==> src/rtl/biquad_band_scheduler.sv <==
`default_nettype none
// ============================================================================
//  Module      : biquad_band_scheduler
//  Description : Shares one signed 16x16 MAC across the low, mid and high
//                biquad bands. Each accepted sample runs 5 MAC steps plus a
//                write-back per band. All three band results are presented
//                together with a one-cycle out_valid pulse. Coefficients are
//                double-buffered. The shadow bank is written from the MCU side
//                and copied to the active bank only while the scheduler is idle.
//  Ports       : clk, reset (async, active-low)
//                sample_in/sample_valid/sample_ready : x[n] handshake
//                coef_we/coef_band/coef_sel/coef_wdata: shadow bank write
//                coef_commit/commit_pending           : shadow->active request
//                low_out/mid_out/high_out/out_valid   : band results
//  Revision    : 1.0 - initial release
// ============================================================================
module biquad_band_scheduler #(
    parameter int COEF_FRAC = 14,
    parameter int ACC_W     = 40
) (
    input  logic               clk,
    input  logic               reset,
    input  logic signed [15:0] sample_in,
    input  logic               sample_valid,
    output logic               sample_ready,
    input  logic               coef_we,
    input  logic        [1:0]  coef_band,
    input  logic        [2:0]  coef_sel,
    input  logic signed [15:0] coef_wdata,
    input  logic               coef_commit,
    output logic               commit_pending,
    output logic signed [15:0] low_out,
    output logic signed [15:0] mid_out,
    output logic signed [15:0] high_out,
    output logic               out_valid
);

    localparam logic [1:0] S_IDLE = 2'd0;
    localparam logic [1:0] S_MAC  = 2'd1;
    localparam logic [1:0] S_WB   = 2'd2;
    localparam logic [1:0] S_DONE = 2'd3;

    localparam int                 C_NCOEF   = 15;
    localparam logic signed [15:0] C_UNITY   = 16'sd16384;
    localparam logic signed [ACC_W-1:0] C_SAT_MAX = ACC_W'(32767);
    localparam logic signed [ACC_W-1:0] C_SAT_MIN = ACC_W'(-32768);

    logic        [1:0]       r_state;
    logic        [1:0]       r_band;
    logic        [2:0]       r_step;
    logic signed [ACC_W-1:0] r_acc;
    logic signed [15:0]      r_x, r_x1, r_x2;
    logic signed [15:0]      r_y1  [0:2];
    logic signed [15:0]      r_y2  [0:2];
    logic signed [15:0]      r_res [0:2];
    logic signed [15:0]      r_shadow [0:C_NCOEF-1];
    logic signed [15:0]      r_active [0:C_NCOEF-1];

    // ------------------------------------------------------------------
    // Shadow write path. The copy uses the post-write shadow view, so a
    // write landing on the copy edge is included in the new active bank.
    // ------------------------------------------------------------------
    logic                    w_wr_ok;
    logic        [3:0]       w_wr_idx;
    logic signed [15:0]      w_shadow_next [0:C_NCOEF-1];
    logic                    w_apply;

    assign w_wr_ok  = coef_we && (coef_band != 2'd3) && (coef_sel < 3'd5);
    assign w_wr_idx = 4'(coef_band) * 4'd5 + 4'(coef_sel);
    assign w_apply  = (r_state == S_IDLE) && commit_pending;

    always_comb begin
        for (int i = 0; i < C_NCOEF; i++) w_shadow_next[i] = r_shadow[i];
        if (w_wr_ok) w_shadow_next[w_wr_idx] = coef_wdata;
    end

    // ------------------------------------------------------------------
    // MAC datapath: step 0..4 selects b0*x, b1*x1, b2*x2, a1*y1, a2*y2.
    // Feedback terms (steps 3 and 4) are subtracted.
    // ------------------------------------------------------------------
    logic        [3:0]       w_coef_idx;
    logic signed [15:0]      w_coef, w_data;
    logic signed [31:0]      w_coef_ext, w_data_ext, w_prod;
    logic signed [ACC_W-1:0] w_term, w_acc_base, w_acc_next, w_shr;
    logic signed [15:0]      w_y;

    assign w_coef_idx = 4'(r_band) * 4'd5 + 4'(r_step);
    assign w_coef     = r_active[w_coef_idx];

    always_comb begin
        case (r_step)
            3'd0:    w_data = r_x;
            3'd1:    w_data = r_x1;
            3'd2:    w_data = r_x2;
            3'd3:    w_data = r_y1[r_band];
            default: w_data = r_y2[r_band];
        endcase
    end

    assign w_coef_ext = 32'(w_coef);
    assign w_data_ext = 32'(w_data);
    assign w_prod     = w_coef_ext * w_data_ext;
    assign w_term     = ACC_W'(w_prod);
    assign w_acc_base = (r_step == 3'd0) ? '0 : r_acc;
    assign w_acc_next = (r_step >= 3'd3) ? (w_acc_base - w_term) : (w_acc_base + w_term);

    assign w_shr = r_acc >>> COEF_FRAC;
    assign w_y   = (w_shr > C_SAT_MAX) ? 16'sh7FFF :
                   (w_shr < C_SAT_MIN) ? 16'sh8000 : w_shr[15:0];

    // ------------------------------------------------------------------
    // Sequencer and state
    // ------------------------------------------------------------------
    always_ff @(posedge clk or negedge reset) begin
        if (!reset) begin
            r_state        <= S_IDLE;
            r_band         <= 2'd0;
            r_step         <= 3'd0;
            r_acc          <= '0;
            r_x            <= '0;
            r_x1           <= '0;
            r_x2           <= '0;
            sample_ready   <= 1'b0;
            commit_pending <= 1'b0;
            out_valid      <= 1'b0;
            low_out        <= '0;
            mid_out        <= '0;
            high_out       <= '0;
            for (int b = 0; b < 3; b++) begin
                r_y1[b]  <= '0;
                r_y2[b]  <= '0;
                r_res[b] <= '0;
            end
            for (int i = 0; i < C_NCOEF; i++) begin
                r_shadow[i] <= (i % 5 == 0) ? C_UNITY : 16'sd0;
                r_active[i] <= (i % 5 == 0) ? C_UNITY : 16'sd0;
            end
        end else begin
            out_valid <= 1'b0;

            for (int i = 0; i < C_NCOEF; i++) r_shadow[i] <= w_shadow_next[i];

            // A commit arriving on the copy edge is already satisfied.
            if (w_apply) begin
                for (int i = 0; i < C_NCOEF; i++) r_active[i] <= w_shadow_next[i];
                commit_pending <= 1'b0;
            end else if (coef_commit) begin
                commit_pending <= 1'b1;
            end

            case (r_state)
                S_IDLE: begin
                    sample_ready <= 1'b1;
                    if (sample_valid && sample_ready) begin
                        r_x          <= sample_in;
                        sample_ready <= 1'b0;
                        r_band       <= 2'd0;
                        r_step       <= 3'd0;
                        r_state      <= S_MAC;
                    end
                end
                S_MAC: begin
                    r_acc <= w_acc_next;
                    if (r_step == 3'd4) r_state <= S_WB;
                    else                r_step  <= r_step + 3'd1;
                end
                S_WB: begin
                    r_res[r_band] <= w_y;
                    r_y2[r_band]  <= r_y1[r_band];
                    r_y1[r_band]  <= w_y;
                    r_step        <= 3'd0;
                    if (r_band == 2'd2) begin
                        r_state <= S_DONE;
                    end else begin
                        r_band  <= r_band + 2'd1;
                        r_state <= S_MAC;
                    end
                end
                S_DONE: begin
                    low_out      <= r_res[0];
                    mid_out      <= r_res[1];
                    high_out     <= r_res[2];
                    out_valid    <= 1'b1;
                    sample_ready <= 1'b1;
                    r_x2         <= r_x1;
                    r_x1         <= r_x;
                    r_state      <= S_IDLE;
                end
                default: r_state <= S_IDLE;
            endcase
        end
    end

endmodule
`default_nettype wire

==> config.mk <==
export PLATFORM = sky130hd
export DESIGN_NAME = biquad_band_scheduler
export DESIGN_NICKNAME = d
export VERILOG_FILES = /design/src/rtl/biquad_band_scheduler.sv
export SDC_FILE = /design/constraint.sdc
export NUM_CORES = 2
export LEC_CHECK = 0
export CAP_MARGIN = 20
export CORE_ASPECT_RATIO = 1.5
export CORE_MARGIN = 8
export CORE_UTILIZATION = 35
export CTS_CLUSTER_DIAMETER = 150
export DETAILED_ROUTE_END_ITERATION = 6
export MAX_ROUTING_LAYER = met4
export PLACE_DENSITY = 0.56
export SETUP_SLACK_MARGIN = 0.5
export SLEW_MARGIN = 10
export SYNTH_ARGS = -nofsm -noshare
export SYNTH_HDL_FRONTEND = slang
export SYNTH_SLANG_ARGS = --single-unit
==> constraint.sdc <==
create_clock -name clk -period 11.35 [get_ports clk]
set_input_delay 2.8375 -clock clk [delete_from_list [all_inputs] [get_ports clk]]
set_output_delay 2.8375 -clock clk [all_outputs]
set_load 0.02 [all_outputs]
Word level (Yosys, flattened, before mapping)
Index checks and enable logic that the tools add are counted.
Widths: inputs -> output; s select.
- $add $sub $neg: 6
- multipliers: 3
- $lt $le $gt $ge: 9
- equal/unequal tests: 13
- muxes and demuxes: 38
- bitwise gates (word level): 3
- reduce and logical (&&, ||, !) cells: 16
- operators by type and width (kind ; number):
    $bwmux 240 ; 1
    $mux 240 ; 1
    $mux 16 ; 10
    $bwmux 48 ; 3
    $mux 40 ; 2
    $bmux 16 s2 ; 2
    $bmux 16 s4 ; 1
    $demux 16 s4 ; 1
    $pmux 16 s4 ; 1
    $add 40x32->40 ; 1
    $sub 40x32->40 ; 1
    $demux 16 s2 ; 1
    $mul 16x16->32 ; 1
    $gt 26x16->1 const B ; 1
    $lt 26x16->1 const B ; 1
    $ge 5x5->1 const B ; 2
    $mux 2 ; 5
    $not 4->5 ; 2
    $pmux 3 s3 ; 1
    $add 4x3->4 ; 2
    $mul 2x3->4 const B ; 2
    $ne 2x2->1 const B ; 4
    $pmux 2 s4 ; 1
    $eq 2x2->1 const B ; 3
    other kinds (24) ; 38
- register bits: 770
- input port bits: 42
- output and inout port bits: 51
- logic and storage cells: 140

Logic depth before layout (Yosys ltp)
- word-level depth: 9
- depth in mapped cells: 48
- mapped depth without buffers: 44

Worst setup path after synthesis
No wires, ideal clock.
- kind: register to register
- start: reg r_step[1]
- end: reg r_acc[39]
- setup time: 0.132 ns
- arrival: 11.260 ns
- data required time: 11.219 ns
- slack: -0.042 ns
- cell stages (with the launch flop): 44
- path buffers: 2
- clock period less this slack: 11.392 ns
- path through: dfrtp_1 ha_1 ha_1 inv_1 fa_1 xnor2_1 xnor2_2 buf_2 mux4_2 clkbuf_1 and2_1 fa_1 inv_1 fa_1 fa_1 inv_1 fa_1 fa_1 (+8 left out) xor2_1 or4_4 or4_4 nor4_1 a21o_1 xnor2_1 ha_1 nand2_1 o21ai_0 nand3_1 and3_1 a211oi_1 nor2_1 o31ai_1 a31oi_1 and3_1 mux2i_1 o211ai_2
- word-level cells in the longest chain between the ends: 8
- elaborated cells on any way between the ends: 16
- classes of those cells: add/sub (3); mul (1); order compare (1); eq/ne (3); mux (6); bitwise (1); reduce/logical (1)
- ends and longest elaborated chain (element ; line ; text):
    from (decl) ; 50 ; logic [2:0] r_step;
    from (signal assigned) ; 165 ; else r_step <= r_step + 3'd1;
    $add 4x3->4 ; 87 ; assign w_coef_idx = 4'(r_band) * 4'd5 + 4'(r_step);
    $not 4->5 (not written as such) ; 88 ; assign w_coef = r_active[w_coef_idx];
    $bmux 16 s4 ; 88 ;
    $mux 16 (not written as such) (2 in a row) ; 88 ;
    $mul 16x16->32 ; 102 ; assign w_prod = w_coef_ext * w_data_ext;
    $add 40x32->40 / $sub 40x32->40 (equally long branches) ; 105 ; assign w_acc_next = (r_step >= 3'd3) ? (w_acc_base - w_term) : (w_acc_base + w_term);
    $mux 40 * ; 105 ;
    to (signal assigned) ; 163 ; r_acc <= w_acc_next;
    to (decl) ; 51 ; logic signed [ACC_W-1:0] r_acc;
Every way passes the cells marked *; elsewhere a longest branch is shown, timed or not. The select of a mux whose other input is x is not followed.
A chain may end at the register's enable or synchronous reset.

Final worst setup path
Ends and elaborated chain as after synthesis.

==> flow_metrics.env <==
export IMPL_status="completed"
export IMPL_ys_warn_count=0
export IMPL_grt_ovfl_total=0
export IMPL_cts_sinks=722
export IMPL_crit_start="r_step[1]"
export IMPL_clock_tree_buffer_depth=3
export IMPL_use_met2_pct=29.6
export IMPL_cp_slowest_stage_delay_ps=590
export IMPL_slew_violations=0
export IMPL_gp_congestion=0.888
export IMPL_timing_rr_start="r_step[1]"
export IMPL_routed_via_count=27686
export IMPL_endpoint_kind="flip-flop"
export IMPL_grt_antenna_before_repair=0
export IMPL_finalHoldViolCount=0
export IMPL_hp_class="reg -> reg"
export IMPL_gr_max_usage_layer="met2"
export IMPL_syn_area_um2=43300
export IMPL_worstSetupPathType="reg -> reg"
export IMPL_ys_ff_latch=722
export IMPL_holdCritStartpoint="r_y2[36]"
export IMPL_die_h_um=447
export IMPL_synthDistinctLibCells=87
export IMPL_netlist_instances=3665
export IMPL_drc=0
export IMPL_synth_nets=4114
export IMPL_path_clk_slew_ps=70
export IMPL_clockRootBuffer="clkbuf_16"
export IMPL_synth_top_area_share_pct=41.4
export IMPL_critPathLaunchType="flip-flop"
export IMPL_synth_edf_count=0
export IMPL_ant_nets=0
export IMPL_core_area_um2=123000
export IMPL_finalSetupViolCount=0
export IMPL_grtUsageTotal_pct=16.5
export IMPL_first_iter_violations=1293
export IMPL_die_x_um=303
export IMPL_cts_made_buffers=73
export IMPL_final_util_pct=40.9
export IMPL_ys_flop_type="dfrtp_1"
export IMPL_yosysMostFrequentCell="dfrtp_1"
export IMPL_drv_cap=0
export IMPL_post_drt_wl_per_cell_um=19.6
export IMPL_layout_worst_path_cycle_share_pct=95.7
export IMPL_clock_latency_ps=680
export IMPL_syn_area_per_cell_um2=11.8
export IMPL_worstPathRequired_ps=11900
export IMPL_nets=4269
export IMPL_rsz0062_at_grt="true"
export IMPL_finalClockSkew_ps=35.4
export IMPL_viasPerCell=5.06
export IMPL_fill_cells=11699
export IMPL_slew_headroom_pct=22.0
export IMPL_grt_max_degree=178
export IMPL_dp_hpwl_mm=76.3
export IMPL_antenna_cells=0
export IMPL_cpMostUsedCell="fa_1"
export IMPL_grt_pass1_wl_mm=171
export IMPL_synth_common_cells="716 x dfrtp_1, 610 x mux2_2, 320 x inv_1, 268 x nand2_1, 266 x fa_1"
export IMPL_first_global_vias=29844
export IMPL_dieArea_um2=136000
export IMPL_path_max_fanout=11
export IMPL_io_pins=93
export IMPL_use_met1_pct=19.0
export IMPL_fin_crit_ps=10860
export IMPL_firstDrtPassIters=5
export IMPL_async_flop_share_pct=100
export IMPL_finalSetupTns_ps=0
export IMPL_start_util_pct=35.2
export IMPL_row_count=158
export IMPL_htreeDepth=3
export IMPL_ys_seq_area_share_pct=41.7
export IMPL_cts_tree="yes"
export IMPL_grt_use_met3_pct=2.06
export IMPL_yosys_top_cells_area="dfrtp_1 41%, mux2_2 16%, fa_1 12%, ha_1 4.1%, mux4_2 3.3%"
export IMPL_final_layout_size_suffix_gt1_share_pct=29.5
export IMPL_port_buffers=92
export IMPL_crit_path_top_delay_cell="mux4_2"
export IMPL_area_growth_synth_to_final_pct=16.4
export IMPL_ff2ff_setup_slack_ps=490
export IMPL_worstMarginPinSlew_ps=1170
export IMPL_wl_mm=108
export IMPL_yosys_area_top_type="dfrtp_1"
export IMPL_critPathArrivalTime_ps=11410
export IMPL_max_freq_mhz=92.1
## kinds of logic after synthesis
group / count (synthesis) / share of synthesized area, %
buffers and inverters: 508 / 4.44
DFF: 722 / 41.7
AOI/OAI and AO/OA: 465 / 6.67
muxes: 725 / 20.4
xor gates and xnor gates: 100 / 2.04
and+or+nand+nor: 738 / 8.40
adders and majority gates: 407 / 16.4
## final timing paths
kind / depth (start not counted) / to
worst max-delay path: 46 / r_acc[39]
worst min-delay path: 2 / r_y2[36]
worst max register to register: 46 / r_acc[39]
worst min register to register: 2 / r_y2[36]
max in group asynchronous: 3 / r_active[176]
min in group asynchronous: 1 / r_shadow[95]
## placed cells by master, fill, tap and decap left out, types with 8 or more instances in the layout
master,count
a31oi_1,12
nor3_1,10
a21o_1,33
xor2_1,36
nand2_1,256
clkinv_2,18
clkbuf_1,12
clkbuf_8,10
a21oi_2,17
o21ai_0,164
o211ai_1,10
and2_4,10
nand3_1,21
o21a_1,10
mux2_2,609
clkdlybuf4s50_1,91
ha_4,18
nor2b_1,51
and3_1,8
clkbuf_16,73
buf_6,11
mux2i_1,51
xnor2_1,56
a2111oi_0,15
buf_12,16
and2_1,143
mux4_2,64
fa_1,259
nand4_1,12
nand2_2,13
a22o_1,17
inv_1,315
dfrtp_1,715
nand2b_1,13
nor2_1,124
ha_1,118
a21oi_1,96
o21bai_1,10
nor2_2,16
buf_4,145
## sequential cells by signal, summed over array words and instances (netlist names)
register and cells:
sample_ready 1, r_x2 16, r_state 2, r_y2 48, high_out 16, r_step 3, r_acc 40, r_band 2
r_active 240, r_shadow 240, mid_out 16, r_y1 48, commit_pending 1, out_valid 1, r_x1 16, low_out 16
r_x 16
## final cells by class
cell class	count	area [um2]	share of cell area (%)
Tap cell	1600	2000	3.97
Clock inverter	35	487	0.965
Sequential cell	722	18100	35.8
Clock buffer	95	2010	3.99
Inverter	322	1210	2.40
Multi-Input combinational cell	2435	24100	47.8
Timing Repair Buffer	266	2510	4.99
## layer usage
metal,share of wire [%],vias to the layer above
met1,41,14341
met5,0,-
met2,53,402
li1,-,12759
met4,2.9,0
met3,2.7,184
## through the flow
step                cell area (um2)  instances  setup slack, ps  hold WS [ps]
floorplan                     43400       3665              527           449
global placement              46800       5296             -554           461
detailed placement            46800       5296             -587           469
CTS                           49700       5447              469           483
global route                  50400       5475             61.9           500
finish                        50400       5475              492           480
## critical path: cells and delay by family (launching register included)
kind | cells | cell delay [ps]
DFF | 1 | 420
muxes | 1 | 590
xor gates and xnor gates | 4 | 770
and+or+nand+nor | 7 | 1560
adders and majority gates | 11 | 4420
AOI/OAI and AO/OA | 12 | 1870
buffers and inverters | 11 | 1070
## timing repair
| action | 4_1_cts | 5_1_grt |
|---|---|---|
| pin swaps | 29 | 32 |
| endpoints found under the setup margin | 19 | 16 |
| cloned | 1 | 0 |
| hold buffers | 0 | 0 |
| setup buffers | 20 | 26 |
| resized for setup | 37 | 106 |
| hold endpoints to repair | 0 | 0 |
Power is not shown: default switching activity piles up to over one toggle a cycle in this logic, so the estimate is an artifact.
